### src/rtl/alu_operand_stage.sv
// ID/EX pipeline register with EX-stage operand forwarding and load-use
// hazard detection. Feeds the ALU operands, operation and store data.
module alu_operand_stage #(
  parameter int unsigned REG_AW      = 4,
  parameter int unsigned ZERO_REG_EN = 0
) (
  input  logic              clk,
  input  logic              rst,
  input  logic              IdValid,
  input  logic [15:0]       IdRegData1,
  input  logic [15:0]       IdRegData2,
  input  logic [15:0]       IdImm,
  input  logic              IdUseImm,
  input  logic              IdUseRs1,
  input  logic              IdUseRs2,
  input  logic [REG_AW-1:0] IdRs1,
  input  logic [REG_AW-1:0] IdRs2,
  input  logic [REG_AW-1:0] IdRd,
  input  logic              IdRegWrite,
  input  logic              IdMemRead,
  input  logic              IdMemWrite,
  input  logic [2:0]        IdAluCtrl,
  input  logic              Stall,
  input  logic              Flush,
  input  logic [REG_AW-1:0] MemRd,
  input  logic              MemFwdEn,
  input  logic [15:0]       MemData,
  input  logic [REG_AW-1:0] WbRd,
  input  logic              WbRegWrite,
  input  logic [15:0]       WbData,
  output logic [15:0]       Src1,
  output logic [15:0]       Src2,
  output logic [2:0]        AluCtrl1,
  output logic              ExValid,
  output logic [REG_AW-1:0] ExRd,
  output logic              ExRegWrite,
  output logic              ExMemRead,
  output logic              ExMemWrite,
  output logic [15:0]       ExStoreData,
  output logic              LoadUseStall
);

  localparam bit ZERO_REG = (ZERO_REG_EN != 0);

  // EX-stage registered fields
  logic              ex_valid;
  logic [15:0]       ex_data1;
  logic [15:0]       ex_data2;
  logic [15:0]       ex_imm;
  logic              ex_use_imm;
  logic              ex_use_rs1;
  logic              ex_use_rs2;
  logic [REG_AW-1:0] ex_rs1;
  logic [REG_AW-1:0] ex_rs2;
  logic [REG_AW-1:0] ex_rd;
  logic              ex_reg_write;
  logic              ex_mem_read;
  logic              ex_mem_write;
  logic [2:0]        ex_alu_ctrl;

  logic              load_use;
  logic              rs1_hit;
  logic              rs2_hit;
  logic              rd_forwardable;
  logic [15:0]       fwd1;
  logic [15:0]       fwd2;

  // Resolve one source operand: zero register, then MEM, then WB, then the
  // register-file value captured in ID. Unused sources pass through untouched.
  function automatic logic [15:0] resolve(
    input logic              use_rs,
    input logic [REG_AW-1:0] rs,
    input logic [15:0]       reg_val,
    input logic              mem_en,
    input logic [REG_AW-1:0] mem_rd,
    input logic [15:0]       mem_data,
    input logic              wb_en,
    input logic [REG_AW-1:0] wb_rd,
    input logic [15:0]       wb_data
  );
    logic [15:0] val;
    val = reg_val;
    if (use_rs) begin
      if (ZERO_REG && (rs == '0)) begin
        val = '0;
      end else if (mem_en && (mem_rd == rs)) begin
        val = mem_data;
      end else if (wb_en && (wb_rd == rs)) begin
        val = wb_data;
      end
    end
    return val;
  endfunction

  // Load-use hazard: ID consumer depends on a load currently in EX
  always_comb begin
    rs1_hit        = IdUseRs1 && (IdRs1 == ex_rd);
    rs2_hit        = IdUseRs2 && (IdRs2 == ex_rd);
    rd_forwardable = !(ZERO_REG && (ex_rd == '0));
    load_use       = IdValid && ex_valid && ex_mem_read && !Stall &&
                     rd_forwardable && (rs1_hit || rs2_hit);
    LoadUseStall   = load_use;
  end

  // ID/EX register: flush beats stall beats load-use bubble beats capture
  always_ff @(posedge clk or negedge rst) begin
    if (!rst) begin
      ex_valid     <= 1'b0;
      ex_data1     <= '0;
      ex_data2     <= '0;
      ex_imm       <= '0;
      ex_use_imm   <= 1'b0;
      ex_use_rs1   <= 1'b0;
      ex_use_rs2   <= 1'b0;
      ex_rs1       <= '0;
      ex_rs2       <= '0;
      ex_rd        <= '0;
      ex_reg_write <= 1'b0;
      ex_mem_read  <= 1'b0;
      ex_mem_write <= 1'b0;
      ex_alu_ctrl  <= '0;
    end else if (Flush || load_use) begin
      // load_use is already zero while Stall is high, so this covers both
      // the flush-over-stall case and the bubble-when-not-stalled case
      ex_valid     <= 1'b0;
      ex_use_imm   <= 1'b0;
      ex_use_rs1   <= 1'b0;
      ex_use_rs2   <= 1'b0;
      ex_rd        <= '0;
      ex_reg_write <= 1'b0;
      ex_mem_read  <= 1'b0;
      ex_mem_write <= 1'b0;
      ex_alu_ctrl  <= '0;
    end else if (!Stall) begin
      ex_valid     <= IdValid;
      ex_data1     <= IdRegData1;
      ex_data2     <= IdRegData2;
      ex_imm       <= IdImm;
      ex_use_imm   <= IdUseImm;
      ex_use_rs1   <= IdUseRs1;
      ex_use_rs2   <= IdUseRs2;
      ex_rs1       <= IdRs1;
      ex_rs2       <= IdRs2;
      ex_rd        <= IdRd;
      ex_reg_write <= IdRegWrite;
      ex_mem_read  <= IdMemRead;
      ex_mem_write <= IdMemWrite;
      ex_alu_ctrl  <= IdAluCtrl;
    end
  end

  // Operand forwarding and output mapping
  always_comb begin
    fwd1 = resolve(ex_use_rs1, ex_rs1, ex_data1, MemFwdEn, MemRd, MemData,
                   WbRegWrite, WbRd, WbData);
    fwd2 = resolve(ex_use_rs2, ex_rs2, ex_data2, MemFwdEn, MemRd, MemData,
                   WbRegWrite, WbRd, WbData);
    Src1        = fwd1;
    Src2        = ex_use_imm ? ex_imm : fwd2;
    ExStoreData = fwd2;
    AluCtrl1    = ex_alu_ctrl;
    ExValid     = ex_valid;
    ExRd        = ex_rd;
    ExRegWrite  = ex_valid && ex_reg_write;
    ExMemRead   = ex_valid && ex_mem_read;
    ExMemWrite  = ex_valid && ex_mem_write;
  end

endmodule

### config.mk
export PLATFORM = sky130hd
export DESIGN_NAME = alu_operand_stage
export DESIGN_NICKNAME = d
export VERILOG_FILES = /design/src/rtl/alu_operand_stage.sv
export SDC_FILE = /design/constraint.sdc
export NUM_CORES = 1
export LEC_CHECK = 0
export ABC_AREA = 1
export CORE_MARGIN = 5
export CORE_UTILIZATION = 46
export CTS_CLUSTER_DIAMETER = 100
export DETAILED_ROUTE_END_ITERATION = 8
export PLACE_DENSITY = 0.82
export SYNTH_ARGS = -nofsm -noshare
export SYNTH_HDL_FRONTEND = slang
export SYNTH_SLANG_ARGS = --single-unit
### constraint.sdc
create_clock -name clk -period 1.85 [get_ports clk]
set_input_delay 0.37 -clock clk [delete_from_list [all_inputs] [get_ports clk]]
set_output_delay 0.37 -clock clk [all_outputs]
set_load 0.02 [all_outputs]
Word-level counts from Yosys, hierarchy flattened
Cells that the tools add are included.
- bits in registers: 70
- input bits: 116
- word-level logic and storage cells: 65
- equal/unequal tests: 7
- multiplexer cells: 25
- bitwise logic cells: 2
- reduce and logical (&&, ||, !) cells: 17
- operator list (kind ; count):
    $mux W16 ; 7
    $eq A4 B4 Y1 ; 6
    $mux W1 ; 14
    $logic_and A1 B1 Y1 ; 13
    $mux W4 ; 2
    $mux W3 ; 2
    $logic_or A1 B1 Y1 ; 2
    $ne A2 B1 Y1 const B ; 1
    $not A1 Y1 ; 2
    $reduce_and A2 Y1 ; 1
    $logic_not A1 Y1 ; 1

Longest topological paths before layout
- depth after elaboration: 7
- depth in mapped cells: 12
- gate-level depth less buffers: 10

Worst setup path before layout
No wires, ideal clock.
- kind: input to output
- from: input port WbRd[3]
- to: output port Src1[10]
- arrival: 1.359 ns
- setup slack: 0.121 ns
- cell stages on the path: 9
- path through: inv_1 -> nand2_1 -> o21ai_0 -> inv_2 -> buf_1 -> nand4_1 -> nand3_1 -> nand2_1 -> nand2_1
- longest elaborated chain between the ends: 5
- ends and longest elaborated chain (element ; RTL line ; RTL):
    start: declaration ; 28 ; input logic [REG_AW-1:0] WbRd,
    $eq A4 B4 Y1 ; 88 ; end else if (wb_en && (wb_rd == rs)) begin
    $logic_and A1 B1 Y1 ; 88 ;
    $mux W16 ; 88 ;
    $mux W16 ; 86 ; end else if (mem_en && (mem_rd == rs)) begin
    $mux W16 ; 83 ; if (use_rs) begin
    end: declaration ; 31 ; output logic [15:0] Src1,
Every way passes these cells.

Worst setup path in the final report
- from: register ex_rs2[0]
- to: output port Src2[14]
- longest elaborated chain between the ends: 6
- ends and longest elaborated chain (element ; RTL line ; RTL):
    start: declaration ; 54 ; logic [REG_AW-1:0] ex_rs2;
    start signal: assignment ; 143 ; ex_rs2 <= IdRs2;
    $eq A4 B4 Y1 ; 88 ;
    $logic_and A1 B1 Y1 ; 88 ;
    $mux W16 ; 88 ;
    $mux W16 * ; 86 ;
    $mux W16 * ; 83 ;
    $mux W16 * ; 159 ; Src2 = ex_use_imm ? ex_imm : fwd2;
    end: declaration ; 32 ; output logic [15:0] Src2,
Mark *: on every way between the ends. The rest lies on a longest branch, timed or not.

==> run_summary.xml <==
<?xml version="1.0" encoding="UTF-8"?>
<metrics>
  <group name="outcome">
    <metric name="status" unit="">complete, but fails checks</metric>
    <metric name="violated_checks" unit="">negative setup slack</metric>
  </group>
  <group name="worst_setup_path">
    <metric name="crit_type" unit="">flop to primary output</metric>
    <metric name="timing.reg2reg.setup_slack" unit="ps">70</metric>
    <metric name="startpoint_type" unit="">flop</metric>
    <metric name="critical_path.cell_chain" unit="">nand2_1, nand2_2, nor2_4, nand3_4, buf_12, nand2_4, nand2_8, nand2_2, nand3_1, nand2_1, buf_6</metric>
    <metric name="critical_path.max_fanout" unit="">8</metric>
    <metric name="critical-path-slowest-cell" unit="">sky130_fd_sc_hd__dfrtp_1</metric>
    <metric name="worst-endpoint-arrival" unit="ps">2070</metric>
    <metric name="cp_top_family" unit="">simple AND/OR/NAND/NOR gates</metric>
    <metric name="worstSetupEndpointType" unit="">primary output</metric>
    <metric name="worst_ep_required_time" unit="ps">1480</metric>
    <metric name="critical_path.n_buffers_inverters" unit="">2</metric>
    <metric name="biggest_cell_delay_along_the_critical_path" unit="ps">440</metric>
  </group>
  <group name="yosys">
    <metric name="yosys-top-cells-area" unit="">sky130_fd_sc_hd__dfrtp_1 (37%), sky130_fd_sc_hd__nand2_1 (22%), sky130_fd_sc_hd__nand4_1 (13%), sky130_fd_sc_hd__nor2_1 (6.3%), sky130_fd_sc_hd__inv_1 (4.2%)</metric>
    <metric name="synthCells" unit="">735</metric>
    <metric name="yosys_warnings" unit="">0</metric>
    <metric name="synth_fp_nets" unit="">851</metric>
    <metric name="synth_top_cell_by_area" unit="">sky130_fd_sc_hd__dfrtp_1</metric>
    <metric name="synth_area" unit="µm²">4790</metric>
    <metric name="async_reset_ff_share" unit="%">100</metric>
    <metric name="synth.most_common_cell" unit="">sky130_fd_sc_hd__nand2_1</metric>
    <metric name="ys_seq_area_share" unit="%">36.6</metric>
    <metric name="synth_top_cell_area_share" unit="%">36.6</metric>
    <metric name="synth_edf_count" unit="">0</metric>
    <metric name="syn_avg_cell_area" unit="µm²">6.51</metric>
    <metric name="synthFlopType" unit="">sky130_fd_sc_hd__dfrtp_1</metric>
    <metric name="ys_top_cells_by_count" unit="">sky130_fd_sc_hd__nand2_1 (283), sky130_fd_sc_hd__nand4_1 (100), sky130_fd_sc_hd__nor2_1 (80)</metric>
    <metric name="synth.distinct_cells" unit="">25</metric>
    <metric name="flip_flop_and_latch_count_after_synthesis" unit="">70</metric>
  </group>
  <group name="finish">
    <metric name="syn2layout_area_growth" unit="%">71.0</metric>
    <metric name="antenna_diodes" unit="">0</metric>
    <metric name="multi_input_comb_area" unit="µm²">3140</metric>
    <metric name="final_nets" unit="">1056</metric>
    <metric name="post-route-util" unit="%">80.0</metric>
    <metric name="layout-drive-gt1-share" unit="%">30.7</metric>
    <metric name="regArea" unit="µm²">1760</metric>
    <metric name="layout.filler_cells" unit="">684</metric>
  </group>
  <group name="die">
    <metric name="placementRows" unit="">37</metric>
    <metric name="fp.dieW" unit="µm">112</metric>
    <metric name="effective_utilization_at_floorplan" unit="%">46.8</metric>
    <metric name="io-pin-count" unit="">176</metric>
    <metric name="dieHeight" unit="µm">112</metric>
    <metric name="core_area" unit="µm²">10200</metric>
    <metric name="die-area" unit="µm²">12500</metric>
  </group>
  <group name="grt">
    <metric name="groute.layer.met2.usage" unit="%">51.3</metric>
    <metric name="overall_overflow_remaining_after_global_route" unit="">0</metric>
    <metric name="first_global_vias" unit="">6092</metric>
    <metric name="global_route.usage.met1" unit="%">38.4</metric>
    <metric name="grt_met3_usage" unit="%">6.36</metric>
    <metric name="largest_net_degree_at_the_start_of_global_routing" unit="">47</metric>
    <metric name="gr-usage-all-layers" unit="%">30.7</metric>
    <metric name="grt_busiest_layer" unit="">met2</metric>
    <metric name="wire_length_of_the_first_global_routing_pass" unit="mm">31.2</metric>
    <metric name="initial_antenna_violation_count" unit="">0</metric>
  </group>
  <group name="timing">
    <metric name="rsz_0062_raised_after_global_routing" unit="">yes</metric>
    <metric name="worstMarginPinSlew" unit="ps">499</metric>
    <metric name="layout_worst_path_cycle_share" unit="%">132</metric>
    <metric name="tns" unit="ps">-25270</metric>
    <metric name="timing_hold_violations_final" unit="">0</metric>
    <metric name="finalSetupViolCount" unit="">49</metric>
    <metric name="maxSlewHeadroom" unit="%">66.7</metric>
    <metric name="time_the_worst_path_needs_with_i_o_delays_and_setup" unit="ps">2440</metric>
    <metric name="clock-skew-final" unit="ps">10.0</metric>
    <metric name="clock.fmax" unit="MHz">409</metric>
    <metric name="timing.final.ws_setup" unit="ps">-592</metric>
    <metric name="report.final.slew_viol_count" unit="">0</metric>
  </group>
  <group name="detailed_routing">
    <metric name="post_drt_wl_per_cell" unit="µm">19.5</metric>
    <metric name="drc" unit="">0</metric>
    <metric name="number_of_detailed_route_iterations_in_the_first_pass" unit="">7</metric>
    <metric name="drt.antenna.violating_nets" unit="">0</metric>
    <metric name="routed_via_density" unit="">5.81</metric>
    <metric name="detail_route.wirelength" unit="mm">21.0</metric>
    <metric name="num_vias" unit="">6272</metric>
    <metric name="drt-initial-drc-count" unit="">673</metric>
  </group>
  <group name="place">
    <metric name="port_buffers" unit="">175</metric>
    <metric name="place.gp.congestion" unit="">0.916</metric>
    <metric name="dp.final_hpwl" unit="mm">13.0</metric>
  </group>
  <group name="clock_tree">
    <metric name="cts_tree" unit="">yes</metric>
    <metric name="clkSlewWorstSetupHoldPaths" unit="ps">90</metric>
    <metric name="numCtsBuffers" unit="">9</metric>
    <metric name="clock_sink_count" unit="">70</metric>
    <metric name="worstSkewPairLatency" unit="ps">350</metric>
    <metric name="clockRootBuffer" unit="">sky130_fd_sc_hd__clkbuf_8</metric>
    <metric name="clock_tree.htree_level_count" unit="">3</metric>
    <metric name="cts_max_path_buffers" unit="">2</metric>
  </group>
  <group name="job">
    <metric name="count_of_maximum_capacitance_violations" unit="">0</metric>
  </group>
  <group name="hold_path">
    <metric name="timing.hold.worst.class" unit="">primary input to flop</metric>
  </group>
  <group name="pwr">
    <metric name="post-layout-total-power" unit="mW">5.61</metric>
    <metric name="vdd.ir_drop.worst" unit="V">0.000414</metric>
    <metric name="power_leakage" unit="nW">4.23</metric>
    <metric name="pwr_density_cell" unit="nW/µm²">686</metric>
  </group>
</metrics>
==> placed cells by master, fill, tap and decap left out, drive strengths merged <==
cell             n
nand2          287
buf            117
clkdlybuf4s50  103
nand4          100
nor2            82
dfrtp           70
inv             60
nand3           38
o21ai           21
dlygate4sd2     17
and2            16
clkbuf          10
xnor2            6
dlymetal6s2s     5
xor2             4
clkinv           3
bufinv           2
a21oi            1
nor3             1
dlygate4sd3      1
==> metrics by stage <==
stage                     std cells  area, µm²  setup slack, ps  hold slack, ps
after detailed placement       1036       6910            -1110             357
after global placement         1036       6910            -1100             346
after floorplan                 735       4790              121            74.4
after CTS                      1073       7720             -562             414
final                          1080       8180             -592             360
after global routing           1080       8180             -696             372
==> area by class of cell <==
| cell class | count | share of cell area (%) |
|---|---|---|
| multi-input cells | 556 | 38.4 |
| repair buffers | 244 | 32.7 |
| flip-flops and latches | 70 | 21.5 |
| inverters | 59 | 2.71 |
| well taps | 136 | 2.08 |
| clock buffers | 9 | 1.51 |
| clock inverters | 6 | 1.16 |
==> metal layers <==
| layer | share of wire [%] | wire [µm] | vias up |
|---|---|---|---|
| li1 | - | - | 2800 |
| met1 | 37 | 7850 | 2907 |
| met2 | 48 | 10200 | 449 |
| met3 | 9.4 | 1970 | 116 |
| met4 | 4.9 | 1020 | 0 |
| met5 | 0 | 0 | - |
==> power breakdown <==
part	switching, mW	internal, mW	total (mW)
registers	0.150	1.70	1.85
clock network	0.675	0.767	1.44
logic	1.21	1.11	2.32
total	2.04	3.58	5.61
==> cell families (layout without fill, tap and decap cells) <==
kind of cell           count (synthesis)  after routing  synth area share (%)
buffers and inverters                111            318                  10.1
AO/OA/AOI/OAI                         22             22                  2.30
flip-flops                            70             70                  36.6
AND/OR/NAND/NOR                      522            524                  49.1
XOR/XNOR                              10             10                  1.83
==> final timing paths <==
| kind | depth (start not counted) | to | startpoint |
|---|---|---|---|
| min in group asynchronous | 2 | ExRd[2] | rst |
| max | 11 | Src2[14] | ex_rs2[0] |
| max reg2reg | 13 | ex_data2[7] | ExRd[3] |
| min reg2reg | 2 | ex_imm[6] | ex_imm[6] |
| max in group asynchronous | 3 | ex_imm[12] | rst |
| min | 3 | ex_rs2[2] | IdRs2[2] |
==> worst reg2reg max path: cells and delay by family, from the launching register on <==
| kind | cells | cell delay, ps |
|---|---|---|
| compound gates | 1 | 80 |
| buf+inv | 5 | 590 |
| simple gates | 7 | 580 |
| flops | 1 | 430 |
==> state kept, by name (all words and copies together), names as in the netlist <==
signal	count
AluCtrl1	3
ExRd	4
ExValid	1
ex_data1	16
ex_data2	16
ex_imm	16
ex_mem_read	1
ex_mem_write	1
ex_reg_write	1
ex_rs1	4
ex_rs2	4
ex_use_imm	1
ex_use_rs1	1
ex_use_rs2	1
==> what timing repair did <==
item | in CTS | in global routing
resized for setup | 395 | 125
pin swaps | 56 | 60
hold endpoints to repair | 30 | 0
hold buffers | 1 | 0
gates cloned | 8 | 1
setup endpoints to repair | 119 | 118
setup buffers | 15 | 7
(Power assumes the default switching activity.)
==> RTL edit 1 (config.mk and constraints unchanged) <==
Set the parameter `ZERO_REG_EN` to 1 (it was 0).
--- a/src/rtl/alu_operand_stage.sv
+++ b/src/rtl/alu_operand_stage.sv
@@ -3,5 +3,5 @@
 module alu_operand_stage #(
   parameter int unsigned REG_AW      = 4,
-  parameter int unsigned ZERO_REG_EN = 0
+  parameter int unsigned ZERO_REG_EN = 1
 ) (
   input  logic              clk,
Check against the original RTL: not equivalent (a bounded check fails within 4 cycles, from zero or initial values and one cycle with rst low).
==> RTL edit 1 against the original RTL <==
The run still ends with negative setup slack left; power up 5.9%; count of clock-buffer cells in the layout up 2; global-route usage up 3.9 points; clock skew up 0.014 ns; utilization up 4.9 points; register-to-register slack worse by 0.08 ns; non-clock buffer count up 44; sequential cell count unchanged; worst setup slack worse by 0.13 ns; maximum frequency down 5.1%; cell area up 6.1%; routed wire length up 23%; critical path depth up 3; area after synthesis unchanged; critical endpoint is now Src2[4].
==> RTL edit 1: results (changes against the original RTL) <==
Yosys
  – Distinct cells, synth: 32 (+28%)
  – Post-Syn Area per Cell: 6.47 um^2 (-0.68%)
  – Synth cell count leaders: nand2_1 (347), nand4_1 (102), nor2_1 (76), dfrtp_1 (70), nand3_1 (35)

Route
  – DRT Pass-1 Iters: 8 (+1)
  – Wire length per cell: 22.8 um (+17%)
  – Met2 WL post-DR: 11700 um (+15%)
  – Vias: 7262 (+16%)
  – Met3 wire len: 3390 um (+72%)
  – M1 wire length: 8160 um (+3.9%)

Global route
  – GRT Total Usage: 0.346 (+0.0391)
  – Grt met1 use: 0.389 (+0.00499)

Worst setup path
  – FF-to-FF Start: ExRd[0]
  – Reg-to-reg slack, setup: -0.01 ns (-0.08 ns)
  – CP endpoint: Src2[4]

Layout
  – Share of layout cells above drive strength 1: 0.335 (+0.0275)
  – Fill count: 548 (-20%)

Placed design
  – Pre-CTS setup slack: -1.10 ns (+0.0185 ns)
  – DP Area: 0.00720 mm^2 (+4.3%)
  – Placer Congestion: 0.939 (+2.5%)
  – Hpwl dp: 13400 um (+2.7%)

STA
  – Fin worst setup slack: -0.724 ns (-0.132 ns)
  – Fin Setup TNS: -30.10 ns (-4.82 ns)
  – Max_slew headroom: 0.666 (-0.000790)
  – Clock Skew: 0.0243 ns (+0.0143 ns)
  – Final setup viols: 50 (+2.0%)

Status
  – Violations in the final reports: negative setup slack
  – Outcome: complete, but fails checks

Power
  – PwrDens: 685 mW/mm^2 (-0.22%)
## RTL edit 1: cell types whose count changed after synthesis, sizes merged, moves of 3 or more
cell / before / now
and2: 16 / 0
o21ai: 21 / 6
xor2: 4 / 1
o22ai: 0 / 4
inv: 57 / 29
xnor2: 6 / 3
a21oi: 1 / 4
nor2: 82 / 78
nand2: 286 / 349
## RTL edit 1: repair_timing
| item | 4_1_cts | 5_1_grt |
|---|---|---|
| gates resized for setup | 390 | 127 |
| buffers inserted | 24 | 15 |
| hold buffers | 1 | 0 |
| endpoints found under the setup margin | 111 | 109 |
| cloned | 12 | 5 |
| endpoints found under the hold margin | 32 | 0 |
| pin swaps | 38 | 68 |
## RTL edit 1: power by group
part | switching (W) | internal [W] | total [W]
logic | 0.00150 | 0.00129 | 0.00279
clock network | 0.000654 | 0.000627 | 0.00128
registers | 0.000171 | 0.00170 | 0.00187
total | 0.00232 | 0.00362 | 0.00594
## RTL edit 1: kinds of logic after synthesis
family / count (synthesis) / synth area share
simple gates: 572 / 0.527
buf+inv: 79 / 0.0747
flops: 70 / 0.366
compound gates: 15 / 0.0246
xor+xnor: 4 / 0.00732
## RTL edit 1: area by class of cell
type | count | area share
repair buffers | 288 | 0.366
inverters | 30 | 0.0135
flip-flops and latches | 70 | 0.202
multi-input cells | 594 | 0.377
clock inverters | 5 | 0.00692
clock buffers | 11 | 0.0151
well taps | 136 | 0.0196
## RTL edit 1: worst min path at each step
stage,startpoint,to,slack (ns),depth (start not counted)
global placement,rst,ex_data1[2],0.34,1
CTS,IdRs2[2],ex_rs2[2],0.45,3
floorplan,rst,AluCtrl1[0],0.07,0
detailed placement,rst,ex_data1[2],0.35,1
finish,IdRs2[2],ex_rs2[2],0.45,3
global route,IdRs2[2],ex_rs2[2],0.47,3
==> RTL edit 2 (config.mk and constraints unchanged) <==
Made on the original files. Reset style: synchronous (`rst`), changed in one clocked block.
--- a/src/rtl/alu_operand_stage.sv
+++ b/src/rtl/alu_operand_stage.sv
@@ -104,5 +104,5 @@
 
   // ID/EX register: flush beats stall beats load-use bubble beats capture
-  always_ff @(posedge clk or negedge rst) begin
+  always_ff @(posedge clk) begin
     if (!rst) begin
       ex_valid     <= 1'b0;
Formal check against the unedited RTL: differs if rst is asserted again (counterexample within 4 cycles, from zero or initial values and one cycle with rst low); with rst held inactive, the same outputs for 4 cycles.
==> RTL edit 2 against the original RTL <==
Area after synthesis increased by 5.6%; cell area increased by 2.5%; die area increased by 5.1%; clock power decreased by 11%; first-iteration DRC count increased by 2.8%; worst setup slack improved by 0.097 ns; clock skew increased by 0.0083 ns; sequential cell count unchanged; via count increased by 4.4%; the run still ends with negative setup slack left; power decreased by 20%; sequential power decreased by 10%; routed wire length decreased by 3.2%; synthesized cell count increased by 24%; largest power group is now sequential cells; largest cell class unchanged; sequential share of layout area decreased by 4.6 points.
==> RTL edit 2: results (changes against the original RTL) <==
Status
  – Outcome: complete, but fails checks
  – Violations in the final reports: negative setup slack

Yosys
  – Cell count after synthesis: 909 (+24%)
  – Synth area leaders: dfxtp_1 (28%), nand2_1 (22%), inv_1 (12%)
  – Seq/Total Area, Yosys: 0.277 (-0.0888)
  – Distinct cells, synth: 26 (+4.0%)

Placed design
  – Placer Congestion: 0.892 (-2.6%)
  – Hpwl dp: 12800 um (-1.8%)

STA
  – Fin worst setup slack: -0.495 ns (+0.0974 ns)
  – Fin Setup TNS: -20.37 ns (+4.90 ns)
  – Final setup viols: 48 (-2.0%)
  – Max_slew headroom: 0.712 (+0.0445)

Power
  – PwrDens: 538 mW/mm^2 (-22%)
  – P_clk: 0.00128 W (-11%)
  – Reg power frac: 0.367 (+0.037)
  – Sw frac: 0.340 (-0.0231)

Route
  – Initial DRC count: 692 (+2.8%)
  – DR vias/cell: 5.18 (-11%)

Global route
  – Vias in the first global route: 5706 (-6.3%)
  – Initial antenna violation count: 1 (+1)
  – Largest net degree at the start of global routing: 44 (-6.4%)

Clock tree
  – Post-CTS resize count: 299 (-24%)
  – Post-CTS Setup Bufs: 4 (-11)

Min path
  – Worst Min Path Start: rst
  – Hold Path Sink: ex_use_imm

Worst setup path
  – FF-to-FF Start: ExRd[1]
  – Crit path arrival time: 1.98 ns (-0.09 ns)
  – Reg-to-reg slack, setup: 0.12 ns (+0.05 ns)
  – CP endpoint: Src2[15]
==> RTL edit 2: kinds of logic after synthesis <==
family,Yosys count,synth area share
flip-flops,70,0.277
buffers and inverters,241,0.197
AND/OR/NAND/NOR,535,0.457
XOR/XNOR,5,0.00866
AO/OA/AOI/OAI,58,0.0601
==> RTL edit 2: metal layers <==
metal  routed length (um)  global-route usage
met1                 7750               0.340
met2                 9520               0.429
met3                 2310              0.0600
met4                  743              0.0923
met5                    7                   0
==> RTL edit 2: cell type report <==
class / instances / area, um^2 / area share
repair buffers: 249 / 2640 / 0.314
clock inverters: 7 / 72.6 / 0.00865
multi-input cells: 599 / 3240 / 0.386
clock buffers: 9 / 124 / 0.0148
inverters: 189 / 722 / 0.0861
well taps: 140 / 175 / 0.0209
flip-flops and latches: 70 / 1420 / 0.169
repair inverters: 1 / 6.26 / 0.000746
